### src/rtl/run_controller_if.sv
// Launch/readout bundle between the run controller and the host + core side.
interface run_controller_if #(
  parameter int unsigned DM_AW = 8,
  parameter int unsigned RF_AW = 3,
  parameter int unsigned DW    = 8,
  parameter int unsigned CNT_W = 32
);
  logic             go;
  logic             start;
  logic             halt;
  logic             dm_we;
  logic [DM_AW-1:0] dm_addr;
  logic [DW-1:0]    dm_wdata;
  logic             rf_we;
  logic [RF_AW-1:0] rf_addr;
  logic [DW-1:0]    rf_wdata;
  logic [DW-1:0]    rf_rdata;
  logic             dump_valid;
  logic             dump_ready;
  logic [RF_AW-1:0] dump_idx;
  logic [DW-1:0]    dump_data;
  logic [CNT_W-1:0] cycle_count;
  logic             busy;
  logic             done;
  logic             timeout;

  // Controller side
  modport master (
    input  go, halt, rf_rdata, dump_ready,
    output start, dm_we, dm_addr, dm_wdata, rf_we, rf_addr, rf_wdata,
           dump_valid, dump_idx, dump_data, cycle_count, busy, done, timeout
  );

  // Host / core / memories side
  modport slave (
    output go, halt, rf_rdata, dump_ready,
    input  start, dm_we, dm_addr, dm_wdata, rf_we, rf_addr, rf_wdata,
           dump_valid, dump_idx, dump_data, cycle_count, busy, done, timeout
  );
endinterface

### src/rtl/run_controller.sv
// Host-side run controller: clears memories, launches the core, times the run,
// then streams the register file out over a valid/ready port.
module run_controller #(
  parameter int unsigned DM_DEPTH     = 256,
  parameter int unsigned RF_DEPTH     = 8,
  parameter int unsigned START_CYCLES = 2,
  parameter int unsigned TIMEOUT      = 1000000,
  parameter int unsigned CNT_W        = 32
) (
  input logic              CLK,
  input logic              reset,
  run_controller_if.master bus
);

  localparam int unsigned DM_AW   = $clog2(DM_DEPTH);
  localparam int unsigned RF_AW   = $clog2(RF_DEPTH);
  localparam int unsigned DW      = 8;
  localparam int unsigned MAX_DR  = (DM_DEPTH > RF_DEPTH) ? DM_DEPTH : RF_DEPTH;
  localparam int unsigned MAX_ALL = (MAX_DR > START_CYCLES) ? MAX_DR : START_CYCLES;
  localparam int unsigned IDX_W   = $clog2(MAX_ALL + 1);
  // A zero launch length still spends one cycle in LAUNCH.
  localparam int unsigned LAUNCH_LAST = (START_CYCLES == 0) ? 0 : START_CYCLES - 1;

  typedef enum logic [2:0] {
    S_IDLE, S_CLEAR_MEM, S_CLEAR_REG, S_LAUNCH, S_RUN, S_DUMP, S_DONE
  } state_e;

  state_e             state_q, state_d;
  logic [IDX_W-1:0]   idx_q, idx_d;
  logic [CNT_W-1:0]   cycle_count_q, cycle_count_d;
  logic               timeout_q, timeout_d;

  logic               start_q, start_d;
  logic               dm_we_q, dm_we_d;
  logic [DM_AW-1:0]   dm_addr_q, dm_addr_d;
  logic               rf_we_q, rf_we_d;
  logic [RF_AW-1:0]   rf_addr_q, rf_addr_d;
  logic               dump_valid_q, dump_valid_d;
  logic [RF_AW-1:0]   dump_idx_q, dump_idx_d;
  logic               busy_q, busy_d;
  logic               done_q, done_d;

  // State, shared index counter, run cycle counter and sticky timeout flag
  always_ff @(posedge CLK or posedge reset) begin
    if (reset) begin
      state_q       <= S_IDLE;
      idx_q         <= '0;
      cycle_count_q <= '0;
      timeout_q     <= 1'b0;
    end else begin
      state_q       <= state_d;
      idx_q         <= idx_d;
      cycle_count_q <= cycle_count_d;
      timeout_q     <= timeout_d;
    end
  end

  // Next-state logic; outputs are decoded from the next state so they register cleanly
  always_comb begin
    state_d       = state_q;
    idx_d         = idx_q;
    cycle_count_d = cycle_count_q;
    timeout_d     = timeout_q;

    case (state_q)
      S_IDLE, S_DONE: begin
        if (bus.go) begin
          state_d       = S_CLEAR_MEM;
          idx_d         = '0;
          cycle_count_d = '0;
          timeout_d     = 1'b0;
        end
      end
      S_CLEAR_MEM: begin
        if (idx_q == IDX_W'(DM_DEPTH - 1)) begin
          state_d = S_CLEAR_REG;
          idx_d   = '0;
        end else begin
          idx_d = idx_q + IDX_W'(1);
        end
      end
      S_CLEAR_REG: begin
        if (idx_q == IDX_W'(RF_DEPTH - 1)) begin
          state_d = S_LAUNCH;
          idx_d   = '0;
        end else begin
          idx_d = idx_q + IDX_W'(1);
        end
      end
      S_LAUNCH: begin
        if (idx_q == IDX_W'(LAUNCH_LAST)) begin
          state_d = S_RUN;
          idx_d   = '0;
        end else begin
          idx_d = idx_q + IDX_W'(1);
        end
      end
      S_RUN: begin
        // halt has priority over a coincident timeout
        if (bus.halt) begin
          state_d = S_DUMP;
        end else if ((TIMEOUT != 0) && (cycle_count_q == CNT_W'(TIMEOUT))) begin
          state_d   = S_DUMP;
          timeout_d = 1'b1;
        end else if (cycle_count_q != {CNT_W{1'b1}}) begin
          cycle_count_d = cycle_count_q + CNT_W'(1);
        end
      end
      S_DUMP: begin
        if (bus.dump_ready) begin
          if (idx_q == IDX_W'(RF_DEPTH - 1)) begin
            state_d = S_DONE;
            idx_d   = '0;
          end else begin
            idx_d = idx_q + IDX_W'(1);
          end
        end
      end
      default: state_d = S_IDLE;
    endcase

    start_d      = (state_d != S_RUN);
    dm_we_d      = (state_d == S_CLEAR_MEM);
    dm_addr_d    = dm_we_d ? DM_AW'(idx_d) : '0;
    rf_we_d      = (state_d == S_CLEAR_REG);
    dump_valid_d = (state_d == S_DUMP);
    rf_addr_d    = (rf_we_d || dump_valid_d) ? RF_AW'(idx_d) : '0;
    dump_idx_d   = dump_valid_d ? RF_AW'(idx_d) : '0;
    busy_d       = (state_d != S_IDLE) && (state_d != S_DONE);
    done_d       = (state_d == S_DONE);
  end

  // Registered interface outputs; start comes out of reset holding the core
  always_ff @(posedge CLK or posedge reset) begin
    if (reset) begin
      start_q      <= 1'b1;
      dm_we_q      <= 1'b0;
      dm_addr_q    <= '0;
      rf_we_q      <= 1'b0;
      rf_addr_q    <= '0;
      dump_valid_q <= 1'b0;
      dump_idx_q   <= '0;
      busy_q       <= 1'b0;
      done_q       <= 1'b0;
    end else begin
      start_q      <= start_d;
      dm_we_q      <= dm_we_d;
      dm_addr_q    <= dm_addr_d;
      rf_we_q      <= rf_we_d;
      rf_addr_q    <= rf_addr_d;
      dump_valid_q <= dump_valid_d;
      dump_idx_q   <= dump_idx_d;
      busy_q       <= busy_d;
      done_q       <= done_d;
    end
  end

  assign bus.start       = start_q;
  assign bus.dm_we       = dm_we_q;
  assign bus.dm_addr     = dm_addr_q;
  assign bus.dm_wdata    = '0;
  assign bus.rf_we       = rf_we_q;
  assign bus.rf_addr     = rf_addr_q;
  assign bus.rf_wdata    = '0;
  assign bus.dump_valid  = dump_valid_q;
  assign bus.dump_idx    = dump_idx_q;
  // Register file read is combinational, so the beat data is passed straight through
  assign bus.dump_data   = dump_valid_q ? bus.rf_rdata : DW'(0);
  assign bus.cycle_count = cycle_count_q;
  assign bus.busy        = busy_q;
  assign bus.done        = done_q;
  assign bus.timeout     = timeout_q;

endmodule

### src/flat_wrapper.sv
// flat-port wrapper written by rule: the top's interface ports become plain ports
module run_controller_flat 
#(
  parameter int unsigned DM_DEPTH     = 256,
  parameter int unsigned RF_DEPTH     = 8,
  parameter int unsigned START_CYCLES = 2,
  parameter int unsigned TIMEOUT      = 1000000,
  parameter int unsigned CNT_W        = 32
)
  (CLK, reset, bus_go, bus_halt, bus_rf_rdata, bus_dump_ready, bus_start, bus_dm_we, bus_dm_addr, bus_dm_wdata, bus_rf_we, bus_rf_addr, bus_rf_wdata, bus_dump_valid, bus_dump_idx, bus_dump_data, bus_cycle_count, bus_busy, bus_done, bus_timeout);
  run_controller_if #(.CNT_W(CNT_W)) bus_i ();
  input logic CLK;
  input logic reset;
  input wire logic [$bits(bus_i.go)-1:0] bus_go;
  input wire logic [$bits(bus_i.halt)-1:0] bus_halt;
  input wire logic [$bits(bus_i.rf_rdata)-1:0] bus_rf_rdata;
  input wire logic [$bits(bus_i.dump_ready)-1:0] bus_dump_ready;
  output wire logic [$bits(bus_i.start)-1:0] bus_start;
  output wire logic [$bits(bus_i.dm_we)-1:0] bus_dm_we;
  output wire logic [$bits(bus_i.dm_addr)-1:0] bus_dm_addr;
  output wire logic [$bits(bus_i.dm_wdata)-1:0] bus_dm_wdata;
  output wire logic [$bits(bus_i.rf_we)-1:0] bus_rf_we;
  output wire logic [$bits(bus_i.rf_addr)-1:0] bus_rf_addr;
  output wire logic [$bits(bus_i.rf_wdata)-1:0] bus_rf_wdata;
  output wire logic [$bits(bus_i.dump_valid)-1:0] bus_dump_valid;
  output wire logic [$bits(bus_i.dump_idx)-1:0] bus_dump_idx;
  output wire logic [$bits(bus_i.dump_data)-1:0] bus_dump_data;
  output wire logic [$bits(bus_i.cycle_count)-1:0] bus_cycle_count;
  output wire logic [$bits(bus_i.busy)-1:0] bus_busy;
  output wire logic [$bits(bus_i.done)-1:0] bus_done;
  output wire logic [$bits(bus_i.timeout)-1:0] bus_timeout;
  assign bus_i.go = bus_go;
  assign bus_i.halt = bus_halt;
  assign bus_i.rf_rdata = bus_rf_rdata;
  assign bus_i.dump_ready = bus_dump_ready;
  assign bus_start = bus_i.start;
  assign bus_dm_we = bus_i.dm_we;
  assign bus_dm_addr = bus_i.dm_addr;
  assign bus_dm_wdata = bus_i.dm_wdata;
  assign bus_rf_we = bus_i.rf_we;
  assign bus_rf_addr = bus_i.rf_addr;
  assign bus_rf_wdata = bus_i.rf_wdata;
  assign bus_dump_valid = bus_i.dump_valid;
  assign bus_dump_idx = bus_i.dump_idx;
  assign bus_dump_data = bus_i.dump_data;
  assign bus_cycle_count = bus_i.cycle_count;
  assign bus_busy = bus_i.busy;
  assign bus_done = bus_i.done;
  assign bus_timeout = bus_i.timeout;
  run_controller #(.DM_DEPTH(DM_DEPTH), .RF_DEPTH(RF_DEPTH), .START_CYCLES(START_CYCLES), .TIMEOUT(TIMEOUT), .CNT_W(CNT_W)) u_core (.CLK(CLK), .reset(reset), .bus(bus_i));
endmodule
### config.mk
export PLATFORM = sky130hd
export DESIGN_NAME = run_controller_flat
export DESIGN_NICKNAME = d
export VERILOG_FILES = /design/src/rtl/run_controller_if.sv /design/src/rtl/run_controller.sv /design/src/flat_wrapper.sv
export SDC_FILE = /design/constraint.sdc
export NUM_CORES = 1
export LEC_CHECK = 0
export BUFFER_PORTS_ARGS = -buffer_cell sky130_fd_sc_hd__buf_2
export CORE_MARGIN = 2
export CORE_UTILIZATION = 54
export CTS_CLUSTER_SIZE = 30
export DETAILED_ROUTE_END_ITERATION = 8
export PLACE_DENSITY = 0.81
export SYNTH_ARGS = -nofsm -noshare
export SYNTH_HDL_FRONTEND = slang
export SYNTH_SLANG_ARGS = --single-unit
### constraint.sdc
create_clock -name CLK -period 3.5 [get_ports CLK]
set_input_delay 1.05 -clock CLK [delete_from_list [all_inputs] [get_ports CLK]]
set_output_delay 1.05 -clock CLK [all_outputs]
set_load 0.05 [all_outputs]
### Word level (Yosys, flattened, before mapping)

Index checks and enable logic that the tools add are counted.

* $add $sub $neg: 2
* equal/unequal tests: 23
* multiplexer cells: 28
* reduce and logical (&&, ||, !) cells: 10

Operator list (count)
* $mux W32: 4
* $pmux W32 S2: 1
* $mux W9: 5
* $pmux W9 S5: 1
* $add A32 B1 Y32 const B: 1
* $eq A32 B20 Y1 const B: 1
* $ne A32 B32 Y1 const B: 1
* $mux W3: 10
* $pmux W3 S6: 1
* $mux W8: 2
* $eq A3 B3 Y1 const B: 5
* $add A9 B1 Y9 const B: 1
* $eq A3 B2 Y1 const B: 3
* $eq A9 B1 Y1 const B: 1
* $eq A9 B3 Y1 const B: 1
* $eq A9 B8 Y1 const B: 1
* $ne A2 B2 Y1 const B: 4
* $eq A3 B1 Y1 const B: 2
* $ne A3 B3 Y1 const B: 2
* $reduce_and A5 Y1: 1
* $reduce_bool A5 Y1: 1
* $ne A2 B1 Y1 const B: 2
* $reduce_and A4 Y1: 1
* $logic_not A3 Y1: 1
* 8 further kinds: 10

* bits in registers: 65
* input port bits: 13
* logic and storage cells: 77

### Longest topological paths before layout

* word-level depth: 7
* depth in mapped cells: 12

### Least setup slack after synthesis

Ideal clock, no wire load.

* kind: register to register
* start point: register u_core.cycle_count_q[21] (netlist: u_core.bus.cycle_count[21])
* end point: register u_core.cycle_count_q[17] (netlist: u_core.bus.cycle_count[17])
* setup time: 0.132 ns
* arrival time: 2.423 ns
* data required time: 3.368 ns
* path slack: 0.945 ns
* cell stages (with the launch flop): 8
* clock period less this slack: 2.555 ns
* cell sequence: dfrtp_1 -> or4_1 -> or4_4 -> o21ai_4 -> buf_4 -> a2111oi_0 -> xnor2_1 -> nor2_1

* cells in the longest elaborated chain, start to end: 3
* elaborated cells on any way between the ends: 5

RTL lines
* start, declared: RTL line run_controller.sv:30 `logic [CNT_W-1:0] cycle_count_q, cycle_count_d;`
* start signal, assigned: RTL line run_controller.sv:53 `cycle_count_q <= cycle_count_d;`
* $eq A32 B20 Y1 or $ne A32 B32 Y1 (tied branches): RTL line run_controller.sv:102, run_controller.sv:105
* $ne A2 B2 Y1 (no source line) or $ne A2 B1 Y1 (tied branches)
* $reduce_and A5 Y1 (no source line) (*)

Mark *: on every way between the ends. The rest lies on a longest branch, timed or not.
A chain may end at the register's enable or synchronous reset.

### Worst setup path in the final report

* start point: register u_core.idx_q[0]
* end point: register u_core.rf_addr_q[0] (netlist: u_core.bus.rf_addr[0])

* cells in the longest elaborated chain, start to end: 7
* elaborated cells on any way between the ends: 20

RTL lines
* start, declared: RTL line run_controller.sv:29 `logic [IDX_W-1:0] idx_q, idx_d;`
* start signal, assigned: RTL line run_controller.sv:52 `idx_q <= idx_d;`
* $eq A9 B3 Y1: RTL line run_controller.sv:83, run_controller.sv:111
* $mux W3: RTL line run_controller.sv:111 `if (idx_q == IDX_W'(RF_DEPTH - 1)) begin`
* $mux W3: RTL line run_controller.sv:110 `if (bus.dump_ready) begin`
* $pmux W3 S6 (*): RTL line run_controller.sv:65 `case (state_q)`
* $eq A3 B2 Y1 (*): RTL line run_controller.sv:125 `rf_we_d = (state_d == S_CLEAR_REG);`
* named net u_core.rf_we_d: RTL line run_controller.sv:36 `logic rf_we_q, rf_we_d;`
* $logic_or A1 B1 Y1 (*): RTL line run_controller.sv:127 `rf_addr_d = (rf_we_d || dump_valid_d) ? RF_AW'(idx_d) : '0;`
* $mux W3 (*): RTL line run_controller.sv:127
* named net u_core.rf_addr_d[0]: RTL line run_controller.sv:37 `logic [RF_AW-1:0] rf_addr_q, rf_addr_d;`
* end signal, assigned: RTL line run_controller.sv:150 `rf_addr_q <= rf_addr_d;`
* end, declared: RTL line run_controller.sv:37

The timed path passes the listed nets; every way through them passes the cells marked *. The select of a mux whose other input is x is not followed.

==> metrics.md <==
| Metric | Value |
|---|---|
| Status | completed |
| Gpl congestion | 0.844 |
| CP required | approximately 3.8 ns |
| Switch Pwr | approximately 0.54 mW |
| Die area | around 0.0076 mm² |
| Worst-path cell chain | ha_1 > nand2_1 > nor2_1 > nand3_1 > inv_1 > ha_1 > nand2_1 > a311o_1 > a2111oi_1 > nor2b_1 > nor2_1 |
| Initial antenna violation count | 0 |
| Routed wire per std cell | 15.3 µm |
| CTS tree | yes |
| Reg clk slew, reported paths | 0.08 ns |
| Vias per inst | roughly 6 |
| Tot GR Track Use | between 20% and 30% |
| Critical path endpoint | u_core.bus.rf_addr[0] |
| Hold_buf cts | 0 |
| Setup_tns | 0 ns |
| First-pass GRT wire length | about 14000 µm |
| Register area | 0.00163 mm² |
| Avg Cell Area, Syn | between 9 and 10 µm² |
| Setup violations, final | 0 |
| Slew Viols, Final | 0 |
| Most frequent cell after synthesis | dfrtp_1 |
| Clock latency on the worst-skew pair | between 0.3 and 0.4 ns |
| Arrival @ worst endpoint | around 3.3 ns |
| Clock power share | 36.0% |
| Crit path max fanout | 8 |
| Post-Synthesis Cells | 409 |
| Area used by multi-input combinational logic | about 0.0019 mm² |
| HPWL after DPL | roughly 6100 µm |
| CTS buffer count | 9 |
| Slowest stage delay, CP | 0.56 ns |
| Max_cap viols | 0 |
| Crit end category | register |
| Clock Tree Buf Depth | 2 |
| Slew @ Worst Pin | ~0.73 ns |
| Area contributors post-synth | dfrtp_1 (43%), xnor2_1 (7.2%), nor2_1 (5.2%), a2111oi_0 (4.0%), nand2_1 (3.9%) |
| Pin count of the biggest net entering global routing | 35 |
| Input/output buffers | 73 |
| First-pass iteration count of the detailed router | 5 |
| Synth Flop Type | dfrtp_1 |
| Hold path depth | 1 |
| 1st-iter DRT viols | 272 |
| Number of gates resized after cts | 0 |
| Core box area | about 0.0068 mm² |
| Peak VDD IR | approximately 0.32 mV |
| Worst reg2reg path depth | 11 |
| Unrepaired setup endpoints after global routing | false |
| Combinational share of power | ~15% |
| Synth top cells by count | dfrtp_1 (64), nor2_1 (52), nand2_1 (39), xnor2_1 (31), inv_1 (21) |
| Remaining Overflow, GRT | 0 |
| Initial Util | a little under three fifths |
| LEAKAGE | 2.08 nW |
| Post-Syn Area | 0.00375 mm² |
| Sw frac | 30.5% |
| Antenna cell count | 0 |
| Post-synth EDFFs | 0 |
| IO Count | 90 |
| Yosys cell types | just under 60 |
| Yosys top cell area share | roughly 43% |
| Max transition margin | around half |
| Final core occ | 63.8% |
| Vias | between 3k and 4k |
| Min Tclk post-route | roughly 3.0 ns |
| Max Freq | between 300 and 400 MHz |
| CP Launch Type | register |
| FF+latch count, synth | 65 |
| DRT Wirelength | ~8600 µm |
| H-tree depth | 3 |
| Setup CP Type | register to register |
| Worst reg2reg setup slack | 0.48 ns |
| Vert. Die Dim | slightly below 90 µm |
| Post-synth top area cell | dfrtp_1 |
| Routed Antenna Nets | 0 |
| FP Rows | 30 |
| Synth warn | 0 |
| PwrDens | approximately 410 mW/mm² |
| DRC | 0 |
| Post-CTS setup buffers | 0 |
| Nets | ~500 |
| Area Growth Syn to Fin | 15.0% |
| Chip Width | 87.3 µm |
| TritonCTS sink count | 65 |
| Register area share after synthesis | around 43% |
| Clk root buf | clkbuf_8 |
| Tcrit/Tclk final | 86.3% |
| Pint | ~1.2 mW |
| Final Hold Viols | 0 |
| Clock skew | roughly 0.011 ns |
| Post-synth ARST share | 100% |
| CP startpoint | u_core.idx_q[0] |
| CP Buf/Inv Count | 1 |
| CP Depth | 11 |
| Worst path slowest cell | a2111oi_1 |
| Filler cells | about 570 |
| Number of global-route vias before repair | 3045 |
| FF-to-FF End | u_core.bus.rf_addr[0] |
| Register share of total power | 48.8% |
| Worst r2r src | u_core.idx_q[0] |
| Cell family with most CP delay | simple AND/OR/NAND/NOR gates |
| Layout cells sized above 1 | between 20% and 30% |
| Hold Crit Class | register to register |
==> worst min path at each step <==
stage,startpoint,to
6_report,u_core.idx_q[6],u_core.idx_q[6]
5_1_grt,u_core.bus.timeout,u_core.bus.timeout
4_1_cts,u_core.idx_q[6],u_core.idx_q[6]
3_5_place_dp,u_core.bus.timeout,u_core.bus.timeout
3_3_place_gp,u_core.idx_q[6],u_core.idx_q[6]
2_1_floorplan,u_core.idx_q[0],u_core.bus.dm_addr[0]
==> worst reg2reg max path: stages (launching register included) <==
cell       delay [ns]
dfrtp_1          0.47
ha_1             0.30
nand2_1          0.21
nor2_1           0.26
nand3_1          0.14
inv_1            0.07
ha_1             0.20
nand2_1          0.07
a311o_1          0.39
a2111oi_1        0.56
nor2b_1          0.15
nor2_1           0.13
==> power groups by stage <==
| stage | clock [mW] | sequential (mW) | combinational [mW] |
|---|---|---|---|
| after floorplan | 0 | 0.870 | 0.223 |
| after CTS | 0.652 | 0.858 | 0.271 |
| after detailed placement | 0 | 0.872 | 0.270 |
| final | 0.636 | 0.861 | 0.269 |
| after global placement | 0 | 0.869 | 0.262 |
| after global routing | 0.684 | 0.870 | 0.302 |
==> sequential cells by signal (all words and copies together), names as in the netlist <==
signal / cells
u_core.bus.dm_we: 1
u_core.bus.dump_valid: 1
u_core.bus.start: 1
u_core.bus.dm_addr: 8
u_core.bus.timeout: 1
u_core.bus.busy: 1
u_core.state_q: 3
u_core.bus.rf_we: 1
u_core.bus.dump_idx: 3
u_core.idx_q: 9
u_core.bus.cycle_count: 32
u_core.bus.rf_addr: 3
u_core.bus.done: 1
==> routing by layer <==
metal / track usage, % / vias to the layer above / wire length, µm
li1: - / 1559 / -
met1: 32.0 / 1589 / 3670
met3: 5.12 / 19 / 554
met5: 0 / - / 0
met4: 10.6 / 0 / 186
met2: 37.5 / 145 / 4200
==> through the flow <==
| stage | worst slack, ns | hold WS (ns) | instance area [µm²] | instances | power (mW) |
|---|---|---|---|---|---|
| after CTS | 0.489 | 0.574 | 4310 | 564 | 1.78 |
| final | 0.479 | 0.572 | 4310 | 564 | 1.77 |
| after global routing | 0.202 | 0.588 | 4310 | 564 | 1.86 |
| after detailed placement | 0.535 | 0.549 | 4110 | 548 | 1.14 |
| after floorplan | 0.825 | 0.506 | 3800 | 424 | 1.09 |
| after global placement | 0.585 | 0.543 | 4110 | 548 | 1.13 |
==> layout by cell type (no fill, tap or decap), drive strengths merged, types with 2 or more instances in the layout <==
cell      Yosys  routed
nand3        19      19
nand2        39      39
a211oi        8       8
o221ai        2       2
nor2         52      52
o21ai        15      15
a22oi         2       2
nor4b         3       3
clkbuf       10      11
clkinv        0       2
nand4        11      11
dfrtp        64      64
a32o          2       2
and3          6       6
xnor2        31      31
clkinvlp      0       2
nand2b        5       5
a311o         2       2
a31oi         2       2
inv          21      21
and2         10      10
or4           6       6
nor3          5       5
nor4          5       5
mux2i         3       3
a2111oi      19      19
ha            6       6
nor3b         2       2
conb          1      16
and4          3       3
buf          23      77
a21oi        12      12
nor2b         6       6
==> logic make-up (layout without fill, tap and decap cells) <==
logic type               count (synthesis)  in the layout  share of synthesized area, %
multiplexers                             3              3                         0.801
buffers and inverters                   54            114                          7.45
other                                    1             16                         0.100
XOR/XNOR                                32             32                          7.48
AND/OR/NAND/NOR                        176            176                          24.3
flip-flops                              65             65                          43.4
AO/OA/AOI/OAI                           72             72                          14.5
adder cells (fa/ha/maj)                  6              6                          2.00
==> area by class of cell <==
cell class | count | share of cell area [%]
Sequential cell | 65 | 37.8
Clock inverter | 5 | 1.28
Multi-Input combinational cell | 305 | 44.0
Tap cell | 80 | 2.32
Timing Repair Buffer | 77 | 9.47
Inverter | 21 | 1.83
Clock buffer | 11 | 3.28
Power figures use the tool's default switching activity.
